### config.mk
export PLATFORM = sky130hd
export DESIGN_NAME = pulse_train_emitter
export DESIGN_NICKNAME = d
export VERILOG_FILES = /design/src/rtl/pulse_train_emitter_pkg.sv /design/src/rtl/pulse_train_emitter_phase_timer.sv /design/src/rtl/pulse_train_emitter.sv
export SDC_FILE = /design/constraint.sdc
export NUM_CORES = 1
export LEC_CHECK = 0
export ABC_AREA = 1
export CORE_MARGIN = 2
export CORE_UTILIZATION = 63
export CTS_BUF_LIST = sky130_fd_sc_hd__clkbuf_4
export DETAILED_ROUTE_END_ITERATION = 10
export PLACE_DENSITY_LB_ADDON = 0.12
export SLEW_MARGIN = 40
export SYNTH_ARGS = -nofsm -noshare
export SYNTH_HDL_FRONTEND = slang
export SYNTH_HIERARCHICAL = 1
export SYNTH_SLANG_ARGS = --single-unit
export TNS_END_PERCENT = 50
### constraint.sdc
create_clock -name clk -period 2.9 [get_ports clk]
set_input_delay 0.58 -clock clk [delete_from_list [all_inputs] [get_ports clk]]
set_output_delay 0.58 -clock clk [all_outputs]
set_load 0.1 [all_outputs]
### src/rtl/pulse_train_emitter_pkg.sv
// Shared definitions for the pulse train emitter: FSM state encoding and the
// default pulse/gap lengths also used by the input-conditioning logic.
package pulse_train_emitter_pkg;

  typedef enum logic [1:0] {
    ST_IDLE = 2'd0,
    ST_ON   = 2'd1,
    ST_OFF  = 2'd2
  } state_t;

  localparam int unsigned DEF_ON_CYCLES  = 12000;
  localparam int unsigned DEF_OFF_CYCLES = 12000;

endpackage

### src/rtl/pulse_train_emitter_phase_timer.sv
// Loadable down-counter that times one pulse or gap phase; zero flags the
// final cycle of the phase.
module phase_timer #(
  parameter int unsigned TIMER_W = 32
) (
  input  logic               clk,
  input  logic               reset,
  input  logic               load,
  input  logic [TIMER_W-1:0] load_val,
  input  logic               en,
  output logic               zero
);

  logic [TIMER_W-1:0] cnt;

  // load wins over decrement; the counter parks at zero
  always_ff @(posedge clk or posedge reset) begin
    if (reset) begin
      cnt <= '0;
    end else if (load) begin
      cnt <= load_val;
    end else if (en && (cnt != '0)) begin
      cnt <= cnt - TIMER_W'(1);
    end
  end

  assign zero = (cnt == '0);

endmodule

### src/rtl/pulse_train_emitter.sv
// Emits a train of fixed-width pulses separated by fixed gaps on a registered
// actuator line, in response to a single-cycle start command.
module pulse_train_emitter
  import pulse_train_emitter_pkg::*;
#(
  parameter int unsigned ON_CYCLES  = DEF_ON_CYCLES,
  parameter int unsigned OFF_CYCLES = DEF_OFF_CYCLES,
  parameter int unsigned CNT_W      = 4,
  parameter int unsigned TIMER_W    = 32
) (
  input  logic             clk,
  input  logic             reset,
  input  logic             start,
  input  logic [CNT_W-1:0] count,
  input  logic             abort,
  output logic             pulse_out,
  output logic             busy,
  output logic             done,
  output logic [CNT_W-1:0] remaining
);

  localparam logic [TIMER_W-1:0] ON_LOAD  = TIMER_W'(ON_CYCLES - 1);
  localparam logic [TIMER_W-1:0] OFF_LOAD = TIMER_W'(OFF_CYCLES - 1);

  if (ON_CYCLES < 1 || OFF_CYCLES < 1) begin : g_bad_cycles
    $error("ON_CYCLES and OFF_CYCLES must both be at least 1");
  end
  if ((((64'(ON_CYCLES) - 64'd1) >> TIMER_W) != 64'd0) ||
      (((64'(OFF_CYCLES) - 64'd1) >> TIMER_W) != 64'd0)) begin : g_bad_timer_w
    $error("TIMER_W too narrow for ON_CYCLES/OFF_CYCLES");
  end

  state_t             state_q, state_d;
  logic               pulse_d, busy_d, done_d;
  logic [CNT_W-1:0]   rem_d;
  logic               tmr_load, tmr_zero;
  logic [TIMER_W-1:0] tmr_val;

  phase_timer #(.TIMER_W(TIMER_W)) u_timer (
    .clk      (clk),
    .reset    (reset),
    .load     (tmr_load),
    .load_val (tmr_val),
    .en       (state_q != ST_IDLE),
    .zero     (tmr_zero)
  );

  always_ff @(posedge clk or posedge reset) begin
    if (reset) begin
      state_q   <= ST_IDLE;
      pulse_out <= 1'b0;
      busy      <= 1'b0;
      done      <= 1'b0;
      remaining <= '0;
    end else begin
      state_q   <= state_d;
      pulse_out <= pulse_d;
      busy      <= busy_d;
      done      <= done_d;
      remaining <= rem_d;
    end
  end

  // abort has priority over both start and phase expiry
  always_comb begin
    state_d = state_q;
    case (state_q)
      ST_IDLE: if (start && !abort && (count != '0)) state_d = ST_ON;
      ST_ON: begin
        if (abort) state_d = ST_IDLE;
        else if (tmr_zero) state_d = (remaining == CNT_W'(1)) ? ST_IDLE : ST_OFF;
      end
      ST_OFF: begin
        if (abort) state_d = ST_IDLE;
        else if (tmr_zero) state_d = ST_ON;
      end
      default: state_d = ST_IDLE;
    endcase
  end

  always_comb begin
    pulse_d  = (state_d == ST_ON);
    busy_d   = (state_d != ST_IDLE);
    done_d   = 1'b0;
    rem_d    = remaining;
    tmr_load = 1'b0;
    tmr_val  = '0;
    case (state_q)
      ST_IDLE: begin
        if (start && !abort) begin
          if (count == '0) begin
            done_d = 1'b1;
          end else begin
            rem_d    = count;
            tmr_load = 1'b1;
            tmr_val  = ON_LOAD;
          end
        end
      end
      ST_ON: begin
        if (abort) begin
          rem_d    = '0;
          tmr_load = 1'b1;
        end else if (tmr_zero) begin
          if (remaining != '0) rem_d = remaining - CNT_W'(1);
          if (remaining == CNT_W'(1)) begin
            done_d = 1'b1;
          end else begin
            tmr_load = 1'b1;
            tmr_val  = OFF_LOAD;
          end
        end
      end
      ST_OFF: begin
        if (abort) begin
          rem_d    = '0;
          tmr_load = 1'b1;
        end else if (tmr_zero) begin
          tmr_load = 1'b1;
          tmr_val  = ON_LOAD;
        end
      end
      default: begin
        rem_d    = '0;
        tmr_load = 1'b1;
      end
    endcase
  end

endmodule

# --- Word-level counts from Yosys, hierarchy flattened ---
# Cells that the tools add are included.
totals:
  ff_bits: 41
  input_bits: 8
classes:
  reduce_logical: 14
  muxes: 38
  n_addsub: 2
  eq_ne: 9
ops:
  columns: ["op", "n"]
  rows:
  - ["two-way mux 14 bit", 7]
  - ["two-way mux 32 bit", 2]
  - ["case mux 14 bit (3 select lines)", 1]
  - ["zero test 32 bit", 1]
  - ["nonzero test 32 bit", 1]
  - ["subtractor 32 x 1 -> 32 bit, second input constant", 1]
  - ["two-way mux 4 bit", 6]
  - ["two-way mux 1 bit", 12]
  - ["two-way mux 2 bit", 6]
  - ["case mux 4 bit (3 select lines)", 1]
  - ["nonzero test 4 bit", 2]
  - ["inequality test 2 bit, second input constant", 3]
  - ["inequality test 3 bit, second input constant", 2]
  - ["case mux 2 bit (3 select lines)", 1]
  - ["nonzero test 2 bit", 3]
  - ["AND reduction 5 bit", 1]
  - ["equality test 2 x 1 -> 1 bit, second input constant", 2]
  - ["equality test 4 x 1 -> 1 bit, second input constant", 1]
  - ["zero test 4 bit", 1]
  - ["subtractor 4 x 1 -> 4 bit, second input constant", 1]
  - ["logical AND 1 bit", 3]
  - ["case mux 1 bit (3 select lines)", 1]
  - ["equality test 2 bit, second input constant", 1]
  - ["zero test 2 bit", 1]
  - ["2 further kinds", 2]

# --- Depth between registers and ports, before layout ---
# Gate-level depths: netlist of run 1.
logic_depth:
  word_depth: 6
  depth_mapped: 16
  depth_no_buf: 16

# --- Modules after synthesis ---
# Netlist of run 1, hierarchy kept.
by_module_without_submodules:
  columns: ["mod", "cells_per_inst", "area_per_inst_um2", "seq_area_each_um2", "n_inst"]
  rows:
  - ["phase_timer", 416, 2519.9, 800.8, 1]
  - ["pulse_train_emitter", 103, 729.4, 225.2, 1]

# --- Worst setup path before layout of run 1 ---
# Ideal clock, no wire load.
synth_path:
  path_kind: "register to register"
  startpoint: "register u_timer.cnt[0]"
  endpoint: "register u_timer.cnt[23]"
  path_stages_with_launch: 16
  slack_ps: 285
  required_ps: 2783
  arrival_ps: 2497
  cell_sequence: "dfrtp_1 -> inv_1 -> ha_1 -> nand2_2 -> nor2_4 -> nand3_1 -> nor3_1 -> nand2_1 -> nand3_1 -> nand2_1 -> o211ai_1 -> inv_1 -> clkbuf_1 -> or2_2 -> nand3_1 -> nand2_1"
synth_via:
  elab_chain_len: 5
  elab_cells_between_ends: 12
  cone_classes: "add/sub (1); mux (7); reduce/logical (4)"
synth_lines:
  columns: ["item", "line_no", "source"]
  rows:
  - ["start: declaration", "pulse_train_emitter_phase_timer.sv:14", "logic [TIMER_W-1:0] cnt;"]
  - ["start signal: assignment", "pulse_train_emitter_phase_timer.sv:21", "cnt <= load_val;"]
  - ["start signal: assignment", "pulse_train_emitter_phase_timer.sv:23", "cnt <= cnt - TIMER_W'(1);"]
  - ["zero test 32 bit (*)", "pulse_train_emitter_phase_timer.sv:27", "assign zero = (cnt == '0);"]
  - ["named net tmr_zero", "pulse_train_emitter.sv:36", "logic tmr_load, tmr_zero;"]
  - ["two-way mux 1 bit (on tied branches)", "pulse_train_emitter.sv:118, pulse_train_emitter.sv:104", null]
  - ["two-way mux 1 bit (on tied branches)", "pulse_train_emitter.sv:115, pulse_train_emitter.sv:101", null]
  - ["case mux 1 bit (3 select lines) (*)", "pulse_train_emitter.sv:88", "case (state_q)"]
  - ["named net tmr_load", "pulse_train_emitter.sv:36", null]
  - ["two-way mux 32 bit / nonzero test 2 bit (equally long branches)", null, null]
# Mark *: on every way through the listed nets, which the timed path passes. The rest lies on a longest branch. The select of a mux whose other input is x is not followed.
# A chain may end at the register's enable or synchronous reset.

# --- Worst setup path in the final report of run 1 ---
layout_path:
  startpoint: "register u_timer.cnt[0]"
  endpoint: "register u_timer.cnt[30]"
# The elaborated chain is that of the path after synthesis.

==> results.md, run 1 <==
* Worst R2R Start: u_timer/cnt[0]$_DFFE_PP0P_
* Sequential power share at 0.290
* Cell Area, Synth at approximately 3200 µm²
* CTS sink count at 41
* Initial antenna violation count at 0
* Design area at 3600 µm²
* Placed instance area at ~3500 µm²
* Die Ht at ~76 µm
* DRT antenna net count at 0
* Status: finished clean
* IO Port Bufs at 14
* Count of cell types in the netlist at 31
* Sw Share at 0.560
* Worst hold start: u_timer/cnt[0]$_DFFE_PP0P_
* VDD IR max at roughly 0.62 mV
* Die width at 75.8 µm
* First-pass DRT Iterations at 5
* CTS Buf Count at 5
* Max_cap viols at 0
* Wire length of the first global-routing pass at about 13000 µm
* Post-route clock skew at between 0.01 and 0.015 ns
* Clock buffer depth at 2
* Layout Nets at approximately 570
* CP Capture Type: register
* Ys flop type: dfrtp_1
* Clock transition at the registers of the reported paths at ~0.14 ns
* Async set or reset register ratio after synthesis at 1.00
* Internal power at ~1.7 mW
* Critical-path maximum fanout at 12
* Final worst path period share at 0.898
* Seq cells post-synth at a little over 40
* Die area at about 5700 µm²
* Crit path launch type: register
* Filler Cell Count at approximately 450
* Final max-slew violation count at 0
* CTS Hold Bufs at 0
* Placed cell count at 622
* TritonCTS clock tree: built
* Area Overhead vs Synth at 10.8%
* Rows at 26
* GP Congestion at approximately 0.94
* Worst path required time at about 3.2 ns
* N_diodes at 0
* Hold Path Depth at 2
* Fin crit period at around 2.6 ns
* Setup TNS at 0 ns
* Register area share after synthesis at 0.316
* Comb pwr share at 0.631
* Via count at ~3300
* Leak at around 1.9 nW
* Fmax at ~380 MHz
* Clk pwr share at 0.079
* Mean area per synthesized cell at between 6 and 7 µm²
* Core area at a little over 5000 µm²
* Hold Path Class: register to register
* FF-to-FF End: u_timer/cnt[30]$_DFFE_PP0P_
* GRT Util Overall at 0.296
* Hold Crit Endpoint: u_timer/cnt[0]$_DFFE_PP0P_
* Detailed Route WL at between 7000 and 8000 µm
* Final Hold Viols at 0
* Reg2reg setup slack at 0.30 ns
* Largest net degree at the start of global routing at 37
* GRT overflow at 0
* Wire per inst at 12.3 µm
* Kind of critical path: register to register
* Vias in the first global route at between 2000 and 3000
* Final WS setup at around 0.30 ns
* Post-CTS Setup Bufs at 0
* Root buf cell: clkbuf_4
* Dpl hpwl at 5840 µm
* Switching power at 2.13 mW
* CP Data Arrival Time at 2.86 ns
* Final Util at 0.714
* Fin cells at 630
* Pwr/cell area at 1050 nW/µm²
* Detailed Route Iter0 Violations at 215
* Worst-skew pair later-pin latency at about 0.36 ns
* Post-CTS Resized at 0
* Synth warn at 6
* Initial core utilization at 0.644
* RSZ-0062 raised after global routing: no
* Number of flops mapped to enable cells by yosys at 0
* Mapped Cells at between 500 and 600
* Detail-routed via count per cell at 5.23
* Residual DRC at 0
* Setup-failing EPs final at 0
* I/O pin cnt at 15
* Pre-CTS setup slack at 0.339 ns
* H-tree depth at 2
* Layout cells sized above 1 at 0.113
* Reg2reg path depth at 16
power by group through the flow:
stage          Combinational [mW]  Clock, mW  Sequential [mW]
2_1_floorplan                1.66          0             1.31
3_3_place_gp                 2.31          0             1.10
3_5_place_dp                 2.36          0             1.11
4_1_cts                      2.37      0.316             1.09
5_1_grt                      2.72      0.337             1.13
6_report                     2.40      0.300             1.10
sequential cells by signal, indices dropped and copies added (netlist names):
signal / cells
u_timer/cnt: 32
pulse_out: 1
done: 1
busy: 1
state_q: 2
remaining: 4
cell usage after synthesis, drive strengths merged (2+ instances only):
library cell    n  share of area
nand2         199           0.24
nor2           83           0.11
inv            56          0.065
nand3          55          0.085
dfrtp          41           0.32
o21ai          30          0.050
or2             9          0.017
ha              7          0.027
nand4           7          0.013
clkbuf          6         0.0069
xor2            5          0.013
buf             4          0.013
xnor2           4          0.011
o21bai          3         0.0069
nand3b          2         0.0085
nor3            2         0.0031
metrics by stage:
| step | total power, mW | hold WS (ns) |
|---|---|---|
| 2_1_floorplan | 2.97 | 0.408 |
| 3_3_place_gp | 3.41 | 0.466 |
| 3_5_place_dp | 3.47 | 0.485 |
| 4_1_cts | 3.78 | 0.515 |
| 5_1_grt | 4.18 | 0.514 |
| 6_report | 3.79 | 0.513 |
placed cells by master (no fill, tap or decap), types with 7 or more instances in the layout:
cell type,Yosys,routed
nand2_1,189,189
nor2_1,72,72
nand3_1,55,55
inv_1,51,51
dfrtp_1,41,41
conb_1,1,21
o21ai_0,15,15
buf_4,1,15
o21ai_1,14,14
or2_2,9,9
nor2_2,7,7
nand4_1,7,7
nand2_2,7,7
ha_1,7,7
clkdlybuf4s50_1,0,7
final cells by class:
cell class,count,area (µm²),share of cell area
Tap cell,70,87.6,0.0243
Inverter,57,215,0.0598
Clock inverter,3,21.3,0.00591
Clock buffer,5,37.5,0.0104
Timing Repair Buffer,23,194,0.0539
Sequential cell,41,1030,0.285
Multi-Input combinational cell,431,2020,0.561
worst max path at each step:
| stage | start | end | slack [ns] | depth (start not counted) |
|---|---|---|---|---|
| 2_1_floorplan | u_timer/cnt[0]$_DFFE_PP0P_ | u_timer/cnt[23]$_DFFE_PP0P_ | 0.29 | 15 |
| 3_3_place_gp | abort | u_timer/cnt[23]$_DFFE_PP0P_ | 0.36 | 11 |
| 3_5_place_dp | abort | u_timer/cnt[24]$_DFFE_PP0P_ | 0.34 | 11 |
| 4_1_cts | u_timer/cnt[0]$_DFFE_PP0P_ | u_timer/cnt[27]$_DFFE_PP0P_ | 0.29 | 16 |
| 5_1_grt | u_timer/cnt[0]$_DFFE_PP0P_ | u_timer/cnt[29]$_DFFE_PP0P_ | 0.04 | 16 |
| 6_report | u_timer/cnt[0]$_DFFE_PP0P_ | u_timer/cnt[30]$_DFFE_PP0P_ | 0.30 | 16 |
critical path, cell delays in order (launching register included):
cell and delay, ns:
dfrtp_1 0.41, inv_1 0.11, ha_1 0.20, nand2_2 0.09, nor2_4 0.14, nand3_1 0.11
nor3_1 0.15, buf_4 0.16, nand2_1 0.07, nand3_1 0.09, nand2_1 0.05, o211ai_1 0.10
inv_1 0.22, buf_4 0.23, or2_2 0.27, nand2_1 0.07, nor2_1 0.04
logic make-up (layout without fill, tap and decap cells):
logic type	count (synthesis)	in the layout	share of synthesized area
simple gates	357	357	0.480
buf+inv	67	88	0.0859
flops	41	41	0.316
compound gates	37	37	0.0662
xor+xnor	9	9	0.0243
fa+ha+maj	7	7	0.0270
other cells	1	21	0.00115
metal layers:
metal | part of all wire | track usage | vias up
met4 | 0.015 | 0.0936 | 0
li1 | - | - | 1687
met2 | 0.49 | 0.493 | 107
met5 | 0 | 0 | -
met1 | 0.44 | 0.384 | 1488
met3 | 0.064 | 0.0608 | 15
Note: power is estimated with default switching activity, not from simulation.
==> inputs of run 2 (changes only) <==
Settings changed: CORE_ASPECT_RATIO set to 0.7, CTS_CLUSTER_DIAMETER set to 30.
==> run 2 against run 1 <==
Effect of this change:
- sequential share of layout area is 0.45 points lower
- fmax increased by 0.30%
- combinational power grew 3%
- critical path depth shrank 1
- critical endpoint is now u_timer/cnt[31]$_DFFE_PP0P_
==> results.md, run 2 (same netlist as run 1, synthesis figures left out) <==
* Status: finished clean
* IO Port Bufs at 14 (unchanged)
* Design area at 3660 µm² (+1.6%)
* Commonest non-fill, non-tap cell in the layout: nand2_1
* GP Congestion at 0.954 (+1.3%)
* Area Overhead vs Synth at 12.6%
* Initial core utilization at 0.668 (+0.0241)
* GRT Util Overall at 0.307 (+0.0113)
* CTS Buf Count at 5 (unchanged)
* Filler Cell Count at 407 (-8.9%)
* Clock transition at the registers of the reported paths at 0.14 ns (about the same)
* Top Registers: u_timer/cnt x32, remaining x4, state_q x2
* Worst Setup EP: u_timer/cnt[31]$_DFFE_PP0P_
* Initial antenna violation count at 0 (unchanged)
* Worst-skew pair later-pin latency at 0.38 ns (+0.02 ns)
* Worst-Margin Slew at 0.569 ns
* Setup TNS at 0 ns (unchanged)
* Detailed Route Iter0 Violations at 271 (+26%)
* CTS Hold Bufs at 0 (unchanged)
* CP Capture Type: register
* TritonCTS clock tree: built
* Root buf cell: clkbuf_4
* Worst R2R Start: u_timer/cnt[17]$_DFFE_PP0P_
* Post-route clock skew at 0.0115 ns (-0.00269 ns)
* Core area at 4860 µm² (-3.6%)
* CP Data Arrival Time at 2.88 ns (+0.02 ns)
* First-pass DRT Iterations at 5 (unchanged)
* CTS sink count at 41 (unchanged)
* Kind of critical path: register to register
* Final Hold Viols at 0 (unchanged)
* Most frequent cells in the layout: nand2_1 (189), nor2_1 (72), nand3_1 (55)
* Fmax at 385 MHz (+0.30%)
* Largest register by flop count: u_timer/cnt
* Pwr/cell area at 1110 nW/µm² (+5.0%)
* Layout cells sized above 1 at 0.117 (+0.00494)
* I/O pin cnt at 15 (unchanged)
* Post-CTS Setup Bufs at 0 (unchanged)
* Max_slew headroom at 0.619
* Vias in the first global route at 3157 (+7.6%)
* VDD IR max at 0.649 mV (+4.5%)
* Via count at 3278 (-0.58%)
* Post-CTS Resized at 0 (unchanged)
* Worst path required time at 3.19 ns (+0.03 ns)
* Die width at 89.8 µm (+18%)
* Dpl hpwl at 6040 µm (+3.4%)
* Clock buffer depth at 2 (unchanged)
* Critical path origin: u_timer/cnt[17]$_DFFE_PP0P_
* Wire per inst at 12.7 µm (+3.6%)
* Placed instance area at 3550 µm² (+0.39%)
* Residual DRC at 0 (unchanged)
* Fin crit period at 2.60 ns (-0.00773 ns)
* Detailed Route WL at 8010 µm (+3.8%)
* Rows at 21 (-19%)
* Reg2reg setup slack at 0.30 ns (about the same)
* GRT overflow at 0 (unchanged)
* DRT antenna net count at 0 (unchanged)
* Hold Path Class: primary input to asynchronous set/reset pin
* RSZ-0062 raised after global routing: no
* Leak at 1.90 nW (+1.7%)
* Crit path launch type: register
* N_diodes at 0 (unchanged)
* Wire length of the first global-routing pass at 14300 µm (+10%)
* Largest net degree at the start of global routing at 33 (-11%)
* Final max-slew violation count at 0 (unchanged)
* Hold slack at 0.477 ns (-0.0363 ns)
* Die Ht at 64.1 µm (-15%)
* Setup-failing EPs final at 0 (unchanged)
* Reg2reg path depth at 15 (-1)
* Die area at 5760 µm² (+0.17%)
* Max_cap viols at 0 (unchanged)
* Detail-routed via count per cell at 5.19 (-0.73%)
* H-tree depth at 2 (unchanged)
* Layout Nets at 576 (+0.35%)
* Final worst path period share at 0.896 (-0.00267)
* FF-to-FF End: u_timer/cnt[31]$_DFFE_PP0P_
* Max FFs per register at 32 (unchanged)
* Critical-path maximum fanout at 12 (unchanged)
==> run 2: through the flow <==
stage	utilization	power [mW]	std cells	setup slack, ns
after detailed placement	0.731	3.52	623	0.276
after CTS	0.753	4.02	631	0.228
after global placement	0.731	3.45	623	0.366
after global routing	0.753	4.41	631	0.0361
final	0.753	4.05	631	0.303
after floorplan	-	2.97	539	0.285
==> run 2: layout make-up <==
| type | instances | area (µm²) | share of cell area |
|---|---|---|---|
| multi-input cells | 431 | 2020 | 0.552 |
| flip-flops and latches | 41 | 1030 | 0.280 |
| inverters | 57 | 215 | 0.0588 |
| repair buffers | 25 | 205 | 0.0561 |
| well taps | 69 | 86.3 | 0.0236 |
| clock inverters | 3 | 68.8 | 0.0188 |
| clock buffers | 5 | 37.5 | 0.0103 |
==> run 2: metal layers <==
layer  up-vias  GRT usage  share of wire
li1       1682          -              -
met1      1451      0.427           0.47
met2       127      0.491           0.42
met5         -          0              0
met3        18     0.0625          0.090
met4         0     0.0885          0.018
==> run 2: how the worst min path moves through the flow <==
stage | startpoint | endpoint | slack, ns | cells past startpoint
after floorplan | reset | busy$_DFF_PP0_ | 0.41 | 1
after global placement | u_timer/cnt[0]$_DFFE_PP0P_ | u_timer/cnt[0]$_DFFE_PP0P_ | 0.47 | 2
after detailed placement | u_timer/cnt[0]$_DFFE_PP0P_ | u_timer/cnt[0]$_DFFE_PP0P_ | 0.49 | 2
after CTS | reset | state_q[0]$_DFF_PP0_ | 0.49 | 2
after global routing | reset | pulse_out$_DFF_PP0_ | 0.51 | 2
final | reset | pulse_out$_DFF_PP0_ | 0.48 | 2
==> run 2: worst max-delay path: stages (launching register included) <==
cell      delay [ns]
dfrtp_1         0.47
nor2_1          0.14
nand2_1         0.12
nor2_1          0.21
nand3_1         0.14
nor3_1          0.15
buf_4           0.16
nand2_1         0.07
nand3_1         0.09
nand2_1         0.06
o211ai_1        0.13
inv_2           0.17
buf_4           0.20
or2_2           0.27
nand2_1         0.07
nor2_1          0.04
==> run 2: power breakdown <==
part | leakage [nW] | internal [mW] | switching (mW) | total (mW)
logic | 1.34 | 0.765 | 1.69 | 2.46
clock network | 0.0558 | 0.271 | 0.216 | 0.487
registers | 0.512 | 0.822 | 0.281 | 1.10
total | 1.90 | 1.86 | 2.19 | 4.05
